`src/rtl/mem_read_scheduler.sv`:
```
// Round-robin burst scheduler sharing one MEM read port among NUM_REQ requesters.
// Grants bursts, issues one read per cycle and routes returned words to the owner.
`timescale 1ns/1ps
module mem_read_scheduler #(
  parameter int unsigned NUM_REQ         = 4,
  parameter int unsigned LOG_NUM_REQ     = 2,
  parameter int unsigned DATA_WIDTH      = 8,
  parameter int unsigned LOG_MAX_ADDRESS = 16,
  parameter int unsigned LOG_MAX_LEN     = 8
) (
  input  logic                               clk,
  input  logic                               rst,
  input  logic [NUM_REQ-1:0]                 req_in,
  input  logic [NUM_REQ*LOG_MAX_ADDRESS-1:0] addr_in,
  input  logic [NUM_REQ*LOG_MAX_LEN-1:0]     len_in,
  output logic [NUM_REQ-1:0]                 ack_out,
  output logic                               mem_read,
  output logic [LOG_MAX_ADDRESS-1:0]         mem_addr_read,
  input  logic [DATA_WIDTH-1:0]              mem_data_read,
  input  logic                               mem_valid_out,
  output logic [DATA_WIDTH-1:0]              data_out,
  output logic [NUM_REQ-1:0]                 valid_out,
  output logic [NUM_REQ-1:0]                 done_out,
  output logic                               busy_out
);

  typedef enum logic [1:0] {IDLE, BURST, DRAIN} state_t;

  state_t                     state, state_d;
  logic [LOG_NUM_REQ-1:0]     rr_ptr, rr_ptr_d;
  logic [LOG_NUM_REQ-1:0]     owner, owner_d;
  logic [LOG_MAX_ADDRESS-1:0] cur_addr, cur_addr_d;
  logic [LOG_MAX_LEN-1:0]     remain, remain_d;
  logic                       mem_last, mem_last_d;
  logic                       inflight, inflight_last;

  logic [NUM_REQ-1:0]         ack_d, valid_d, done_d;
  logic                       mem_read_d, busy_d;
  logic [LOG_MAX_ADDRESS-1:0] mem_addr_d;
  logic [DATA_WIDTH-1:0]      data_d;

  logic [LOG_MAX_ADDRESS-1:0] addr_arr [NUM_REQ];
  logic [LOG_MAX_LEN-1:0]     len_arr  [NUM_REQ];

  logic                       found;
  logic [LOG_NUM_REQ-1:0]     win, cand;
  logic [NUM_REQ-1:0]         win_oh, owner_oh;
  logic [LOG_MAX_ADDRESS-1:0] addr_win;
  logic [LOG_MAX_LEN-1:0]     len_win;

  for (genvar k = 0; k < NUM_REQ; k++) begin : g_unpack
    assign addr_arr[k] = addr_in[k*LOG_MAX_ADDRESS +: LOG_MAX_ADDRESS];
    assign len_arr[k]  = len_in[k*LOG_MAX_LEN +: LOG_MAX_LEN];
  end

  // Round-robin scan starting at rr_ptr; first set request bit wins.
  always_comb begin
    found = 1'b0;
    win   = '0;
    cand  = '0;
    for (int i = 0; i < NUM_REQ; i++) begin
      cand = LOG_NUM_REQ'((int'(rr_ptr) + i) % int'(NUM_REQ));
      if (!found && req_in[cand]) begin
        found = 1'b1;
        win   = cand;
      end
    end
  end

  assign win_oh   = NUM_REQ'(1) << win;
  assign owner_oh = NUM_REQ'(1) << owner;
  assign addr_win = addr_arr[win];
  assign len_win  = len_arr[win];

  // Next-state, read issue and routing.
  always_comb begin
    state_d    = state;
    rr_ptr_d   = rr_ptr;
    owner_d    = owner;
    cur_addr_d = cur_addr;
    remain_d   = remain;
    mem_last_d = 1'b0;
    ack_d      = '0;
    valid_d    = '0;
    done_d     = '0;
    mem_read_d = 1'b0;
    mem_addr_d = mem_addr_read;
    data_d     = data_out;

    case (state)
      IDLE: begin
        if (found) begin
          ack_d    = win_oh;
          owner_d  = win;
          rr_ptr_d = LOG_NUM_REQ'((int'(win) + 1) % int'(NUM_REQ));
          if (len_win == '0) begin
            done_d = win_oh;
          end else begin
            state_d    = BURST;
            mem_read_d = 1'b1;
            mem_addr_d = addr_win;
            cur_addr_d = addr_win + LOG_MAX_ADDRESS'(1);
            remain_d   = len_win - LOG_MAX_LEN'(1);
            mem_last_d = (len_win == LOG_MAX_LEN'(1));
          end
        end
      end
      BURST: begin
        // remain counts reads still to issue after the one currently on the port.
        if (remain != '0) begin
          mem_read_d = 1'b1;
          mem_addr_d = cur_addr;
          cur_addr_d = cur_addr + LOG_MAX_ADDRESS'(1);
          remain_d   = remain - LOG_MAX_LEN'(1);
          mem_last_d = (remain == LOG_MAX_LEN'(1));
        end else begin
          state_d = DRAIN;
        end
      end
      DRAIN: state_d = IDLE;
      default: state_d = IDLE;
    endcase

    // Returned words only count when a read was actually issued the cycle before.
    if (mem_valid_out && inflight) begin
      data_d  = mem_data_read;
      valid_d = owner_oh;
      if (inflight_last) begin
        done_d = done_d | owner_oh;
      end
    end

    busy_d = (state_d != IDLE);
  end

  always_ff @(posedge clk or negedge rst) begin
    if (!rst) begin
      state         <= IDLE;
      rr_ptr        <= '0;
      owner         <= '0;
      cur_addr      <= '0;
      remain        <= '0;
      mem_last      <= 1'b0;
      inflight      <= 1'b0;
      inflight_last <= 1'b0;
      ack_out       <= '0;
      mem_read      <= 1'b0;
      mem_addr_read <= '0;
      data_out      <= '0;
      valid_out     <= '0;
      done_out      <= '0;
      busy_out      <= 1'b0;
    end else begin
      state         <= state_d;
      rr_ptr        <= rr_ptr_d;
      owner         <= owner_d;
      cur_addr      <= cur_addr_d;
      remain        <= remain_d;
      mem_last      <= mem_last_d;
      inflight      <= mem_read;
      inflight_last <= mem_read & mem_last;
      ack_out       <= ack_d;
      mem_read      <= mem_read_d;
      mem_addr_read <= mem_addr_d;
      data_out      <= data_d;
      valid_out     <= valid_d;
      done_out      <= done_d;
      busy_out      <= busy_d;
    end
  end

endmodule

```
`config.mk`:
```
export PLATFORM = sky130hd
export DESIGN_NAME = mem_read_scheduler
export DESIGN_NICKNAME = d
export VERILOG_FILES = /design/src/rtl/mem_read_scheduler.sv
export SDC_FILE = /design/constraint.sdc
export NUM_CORES = 1
export LEC_CHECK = 0
export CAP_MARGIN = 20
export CELL_PAD_IN_SITES_DETAIL_PLACEMENT = 1
export CELL_PAD_IN_SITES_GLOBAL_PLACEMENT = 2
export CORE_UTILIZATION = 25
export DETAILED_ROUTE_END_ITERATION = 8
export GPL_ROUTABILITY_DRIVEN = 0
export PLACE_DENSITY = 0.78
export SLEW_MARGIN = 40
export SYNTH_ARGS = -nofsm -noshare
export SYNTH_HDL_FRONTEND = slang
export SYNTH_SLANG_ARGS = --single-unit
```
`constraint.sdc`:
```
create_clock -name clk -period 4.2 [get_ports clk]
set_clock_uncertainty 0.1 [all_clocks]
set_input_delay 0.84 -clock clk [delete_from_list [all_inputs] [get_ports clk]]
set_output_delay 0.84 -clock clk [all_outputs]
set_load 0.005 [all_outputs]
```
== Word level (Yosys, flattened, before mapping) ==
Index checks and enable logic that the tools add are counted.
Word-level totals
  bits in registers: 71
  input bits: 111
  word-level logic and storage cells: 107
Cells by class
  add/sub/neg operators: 8
  order comparisons: 5
  equality and inequality tests: 6
  shift operators: 2
  mux-type cells: 54
  bitwise logic cells: 3
  reductions and logical operators: 14
Operators by type and width (number)
  2-to-1 mux 16 bit: 8
  case mux 16 bit (2 select lines): 2
  2-to-1 mux 8 bit: 5
  adder 16 x 1 -> 16 bit (second input constant): 2
  binary-select mux 16 bit (select 2 bit): 1
  2-to-1 mux 4 bit: 8
  binary-select mux 8 bit (select 2 bit): 1
  equality test 8 x 1 -> 1 bit (second input constant): 2
  case mux 8 bit (2 select lines): 1
  subtractor 8 x 1 -> 8 bit (second input constant): 2
  2-to-1 mux 1 bit: 14
  2-to-1 mux 2 bit: 7
  < comparator 2 x 3 -> 1 bit (second input constant): 4
  binary-select mux 1 bit (select 2 bit): 4
  zero test 8 bit: 1
  nonzero test 8 bit: 1
  << shifter 1 x 2 -> 4 bit (first input constant): 2
  != test 2 bit (second input constant): 3
  adder 2 x 1 -> 2 bit (second input constant): 2
  adder 2 bit (second input constant): 2
  logical AND 1 bit: 4
  bitwise OR 4 bit: 1
  case mux 1 bit (2 select lines): 2
  case mux 2 bit (2 select lines): 1
  other kinds (9): 12

== Longest topological paths before layout ==
  depth after elaboration: 23
  mapped depth: 19

== Worst setup path after synthesis ==
OpenSTA, ideal clock, no wires.
  path kind: input to register
  start point: input req_in[0]
  end point: register remain[6]
  arrival time: 3.679 ns
  data required time: 4.023 ns
  path slack: 0.344 ns
  stages on the path: 19
  buffers on the path: 5
  cells stage by stage: and2b_1 a2bb2oi_2 and2_4 buf_4 buf_4 buf_2 a211oi_1 a31oi_1 inv_1 ha_1 inv_1 a221oi_1 and3_1 buf_2 o21a_1 inv_2 clkbuf_1 a21oi_1 a21oi_1
Between the ends
  cells in the longest elaborated chain, start to end: 20
  elaborated cells on any way between the ends: 34
  classes of those cells: add/sub: 1; eq/ne: 2; mux: 22; bitwise: 1; reduce/logical: 8
RTL lines
  start, declared: RTL line 13  | input logic [NUM_REQ-1:0] req_in,
  binary-select mux 1 bit (select 2 bit): RTL line 63  | if (!found && req_in[cand]) begin
  2-to-1 mux 1 bit (implied by the code): RTL line 63
  2-to-1 mux 1 bit: RTL line 63
  zero test 1 bit: RTL line 63
  logical AND 1 bit: RTL line 63
  2-to-1 mux 1 bit: RTL line 63
  zero test 1 bit: RTL line 63
  logical AND 1 bit: RTL line 63
  [4 not listed]
  via win[0]: RTL line 46  | logic [LOG_NUM_REQ-1:0] win, cand;
  inverter 2 -> 3 bit (implied by the code) (*): RTL line 73  | assign len_win = len_arr[win];
  binary-select mux 8 bit (select 2 bit) (*): RTL line 73
  2-to-1 mux 8 bit (implied by the code) (*) (2 in a row): RTL line 73
  subtractor 8 x 1 -> 8 bit: RTL line 103  | remain_d = len_win - LOG_MAX_LEN'(1);
  2-to-1 mux 8 bit: RTL line 96  | if (len_win == '0) begin
  2-to-1 mux 8 bit: RTL line 92  | if (found) begin
  case mux 8 bit (2 select lines): RTL line 90  | case (state)
  end signal, assigned: RTL line 158  | remain <= remain_d;
  end, declared: RTL line 33  | logic [LOG_MAX_LEN-1:0] remain, remain_d;
Mark *: on every way through the listed nets, which the timed path passes. The rest lies on a longest branch. The select of a mux whose other input is x is not followed.
A chain may end at the register's enable or synchronous reset.

== Worst setup path in the final report ==
  start point: input req_in[0]
  end point: register cur_addr[15]
Between the ends
  cells in the longest elaborated chain, start to end: 20
  elaborated cells on any way between the ends: 37
  classes of those cells: add/sub: 1; eq/ne: 2; mux: 25; bitwise: 1; reduce/logical: 8
RTL lines
  binary-select mux 1 bit (select 2 bit): RTL line 63
  2-to-1 mux 1 bit (implied by the code): RTL line 63
  2-to-1 mux 1 bit: RTL line 63
  zero test 1 bit: RTL line 63
  logical AND 1 bit: RTL line 63
  2-to-1 mux 1 bit: RTL line 63
  zero test 1 bit: RTL line 63
  logical AND 1 bit: RTL line 63
  [3 not listed]
  2-to-1 mux 2 bit: RTL line 63
  inverter 2 -> 3 bit (implied by the code): RTL line 72, 73
  binary-select mux 16 bit (select 2 bit): RTL line 72  | assign addr_win = addr_arr[win];
  2-to-1 mux 16 bit (implied by the code) (2 in a row): RTL line 72
  adder 16 x 1 -> 16 bit: RTL line 102  | cur_addr_d = addr_win + LOG_MAX_ADDRESS'(1);
  2-to-1 mux 16 bit: RTL line 96
  2-to-1 mux 16 bit: RTL line 92
  case mux 16 bit (2 select lines): RTL line 90
  end signal, assigned: RTL line 157  | cur_addr <= cur_addr_d;
  end, declared: RTL line 32  | logic [LOG_MAX_ADDRESS-1:0] cur_addr, cur_addr_d;
Parallel ways exist; a longest one is shown, timed or not. The select of a mux whose other input is x is not followed.

==> run_results.csv <==
group,metric,value,unit
clock_tree,tritoncts,"yes",
die,dieArea,18170,µm²
detailed_routing,wl_met1,6895,µm
setup_path,crit_fanout,17,
synthesis,syn_avg_cell_area,9.107,µm²
setup_path,timing.rr.end,"cur_addr[15]",
layout,area.sequential,1777,µm²
pwr,vdd_drop_max,227.0,µV
synthesis,yosys_register_bits,71,
min_path,whs_path_depth,0,
sta,max_freq,257.1,MHz
die,die_h,134.8,µm
sta,hold_viol,0,
detailed_routing,drt_pass1_iterations,6,
min_path,min_to,"inflight",
synthesis,netlist_instances,484,
detailed_routing,vias_per_cell,4.953,
synthesis,synth_seq_area_share,0.4031,
placement,io_buffers,148,
setup_path,crit_required,4.34,ns
detailed_routing,ant_nets,0,
clock_tree,cts_buffers,9,
sta,drv_slew,0,
detailed_routing,highest_layer,"met4",
sta,slew_headroom,0.5562,
setup_path,rr_worst_depth,11,
global_routing,grtUsageTotal,0.1844,
clock_tree,cts_resized,0,
sta,tns,0,ns
clock_tree,clk_pin_slew,0.06,ns
global_routing,grt_pass1_wl,25560,µm
detailed_routing,drc,0,
global_routing,grt_pass1_vias,4798,
detailed_routing,routedWlPerCell,18.23,µm
die,fp-row-count,48,
pwr,p_per_area,647.1,nW/µm²
layout,syn2layout_area_growth,50.98,%
synthesis,postSynth.asyncResetShare,1.000,
min_path,hp-class,"reg2reg",
synthesis,synth_cell_types,68,
setup_path,r2r_slack,0.93,ns
pwr,power.total,0.004307,W
setup_path,arrival,4.03,ns
clock_tree,postCtsSetupBuffers,0,
setup_path,worstSetupEndpointType,"flip-flop",
layout,n_antenna_cell,0,
setup_path,critPathKind,"in2reg",
synthesis,synthFlopType,"dfrtp_1",
sta,whs,0.3212,ns
layout,multi_input_area,2445,µm²
setup_path,cp-start-kind,"input port",
detailed_routing,vias,4334,
placement,hpwl,12530,µm
detailed_routing,totalWireLength,15950,µm
detailed_routing,drtIter0Drc,139,
setup_path,cp_slowest_stage_delay,0.55,ns
layout,fillers,1974,
layout,layout_commonest_cell,"clkdlybuf4s50_1",
die,initial_core_util,0.2557,
sta,grt_setup_unrepaired,"no",
synthesis,synth_edf_count,0,
die,core_area,17240,µm²
sta,fin_crit,3.890,ns
placement,placedCellCount,859,
detailed_routing,dr_wl_met2,7891,µm
die,pin_count,149,
synthesis,synth_nets,606,
layout,stdcell_count,875,
layout,final_cell_mix,"clkdlybuf4s50_1 (147), dfrtp_1 (71), nand2_1 (65)",
min_path,worstHoldStart,"mem_read",
layout,drive_above_1_share,0.1262,
sta,fin_crit_sh,0.9261,
clock_tree,cts_max_level,3,
setup_path,path_cells,"clkdlybuf4s50_1 > and2_1 > o211ai_2 > buf_12 > nand3_1 > buf_4 > a211o_1 > o221ai_1 > nor4_1 > nand2_1 > o31a_1 > o31ai_1",
setup_path,reg2reg_from,"rr_ptr[1]",
run_status,outcome,"completed",
detailed_routing,wl_met3,909,µm
global_routing,grt_max_degree,72,
synthesis,yosysWarnings,0,
clock_tree,root_buffer,"clkbuf_16",
global_routing,overflow,0,
pwr,p_leak,2.690,nW
clock_tree,clockBufferDepth,2,
job,cap_violations,0,
synthesis,syn_area,4408,µm²
clock_tree,postCtsHoldBufs,0,
die,die_x,134.8,µm
setup_path,crit_path_top_delay_cell,"nor4_1",
global_routing,antenna_found_initial,0,
sta,setup_viol,0,
clock_tree,clock_latency,0.34,ns
layout,final_util,0.3861,
sta,tightest_slew,0.6658,ns
clock_tree,clock-sinks,71,
layout,fin_nets,767,
state kept, by name (all words and copies together), names as in the netlist:
signal / count
mem_addr_read: 16
busy_out: 1
mem_last: 1
inflight: 1
mem_read: 1
valid_out: 4
remain: 8
done_out: 4
cur_addr: 16
data_out: 8
state: 2
ack_out: 4
rr_ptr: 2
inflight_last: 1
owner: 2
how the worst max path moves through the flow:
stage,start,to,slack [ns],cells after the start
2_1_floorplan,req_in[0],remain[6],0.34,19
3_3_place_gp,req_in[0],cur_addr[13],0.09,12
3_5_place_dp,req_in[0],cur_addr[15],-0.05,12
4_1_cts,req_in[0],cur_addr[15],0.32,12
5_1_grt,req_in[1],cur_addr[15],0.05,12
6_report,req_in[0],cur_addr[15],0.31,12
synthesized netlist by cell type, types with 8 or more instances:
master,n,area share
o21ai_0,42,0.048
nand2_1,65,0.055
a21boi_0,12,0.020
a21oi_1,15,0.017
and3_1,10,0.014
clkbuf_1,19,0.016
nor2_1,24,0.020
ha_1,11,0.031
mux2_2,12,0.031
inv_1,10,0.0085
xnor2_1,10,0.020
nand3_1,29,0.033
dfrtp_1,71,0.40
and2_1,10,0.014
a211oi_1,8,0.014
nor3_1,9,0.010
a211o_1,11,0.022
stage by stage:
stage / instance area, µm² / setup slack [ns]
after global placement: 6332 / 0.08923
after detailed placement: 6336 / -0.04758
final: 6655 / 0.3102
after CTS: 6650 / 0.3202
after floorplan: 4408 / 0.3440
after global routing: 6655 / 0.05104
cell type report:
class / instances / area share
Sequential cell: 71 / 0.2670
Tap cell: 225 / 0.04230
Timing Repair Buffer: 180 / 0.2683
Clock inverter: 5 / 0.01222
Inverter: 14 / 0.007896
Clock buffer: 11 / 0.03497
Multi-Input combinational cell: 369 / 0.3674
critical path, delay by kind of cell:
kind / cells / cell delay, ns
buffers and inverters: 3 / 0.95
AO/OA/AOI/OAI: 5 / 1.05
AND/OR/NAND/NOR: 4 / 1.18
report_power, final:
| group | internal (W) | switching (W) | total, W |
|---|---|---|---|
| clock network | 0.000522 | 0.000305 | 0.000826 |
| logic | 0.00107 | 0.00125 | 0.00232 |
| registers | 0.000957 | 0.000201 | 0.00116 |
layer usage:
metal,up-vias,track usage
li1,2080,-
met1,2099,0.2212
met2,138,0.3299
met3,17,0.03791
met4,0,0.05493
met5,-,0
cell families (layout without fill, tap and decap cells):
logic type      Yosys count  count (layout)  share of synthesized area
compound gates          138             138                     0.2245
flops                    71              71                     0.4031
buf+inv                  44             210                    0.04371
mux                      24              24                    0.05961
xor+xnor                 16              16                    0.03179
simple gates            180             180                     0.2061
fa+ha+maj                11              11                    0.03122
Power figures use the tool's default switching activity.
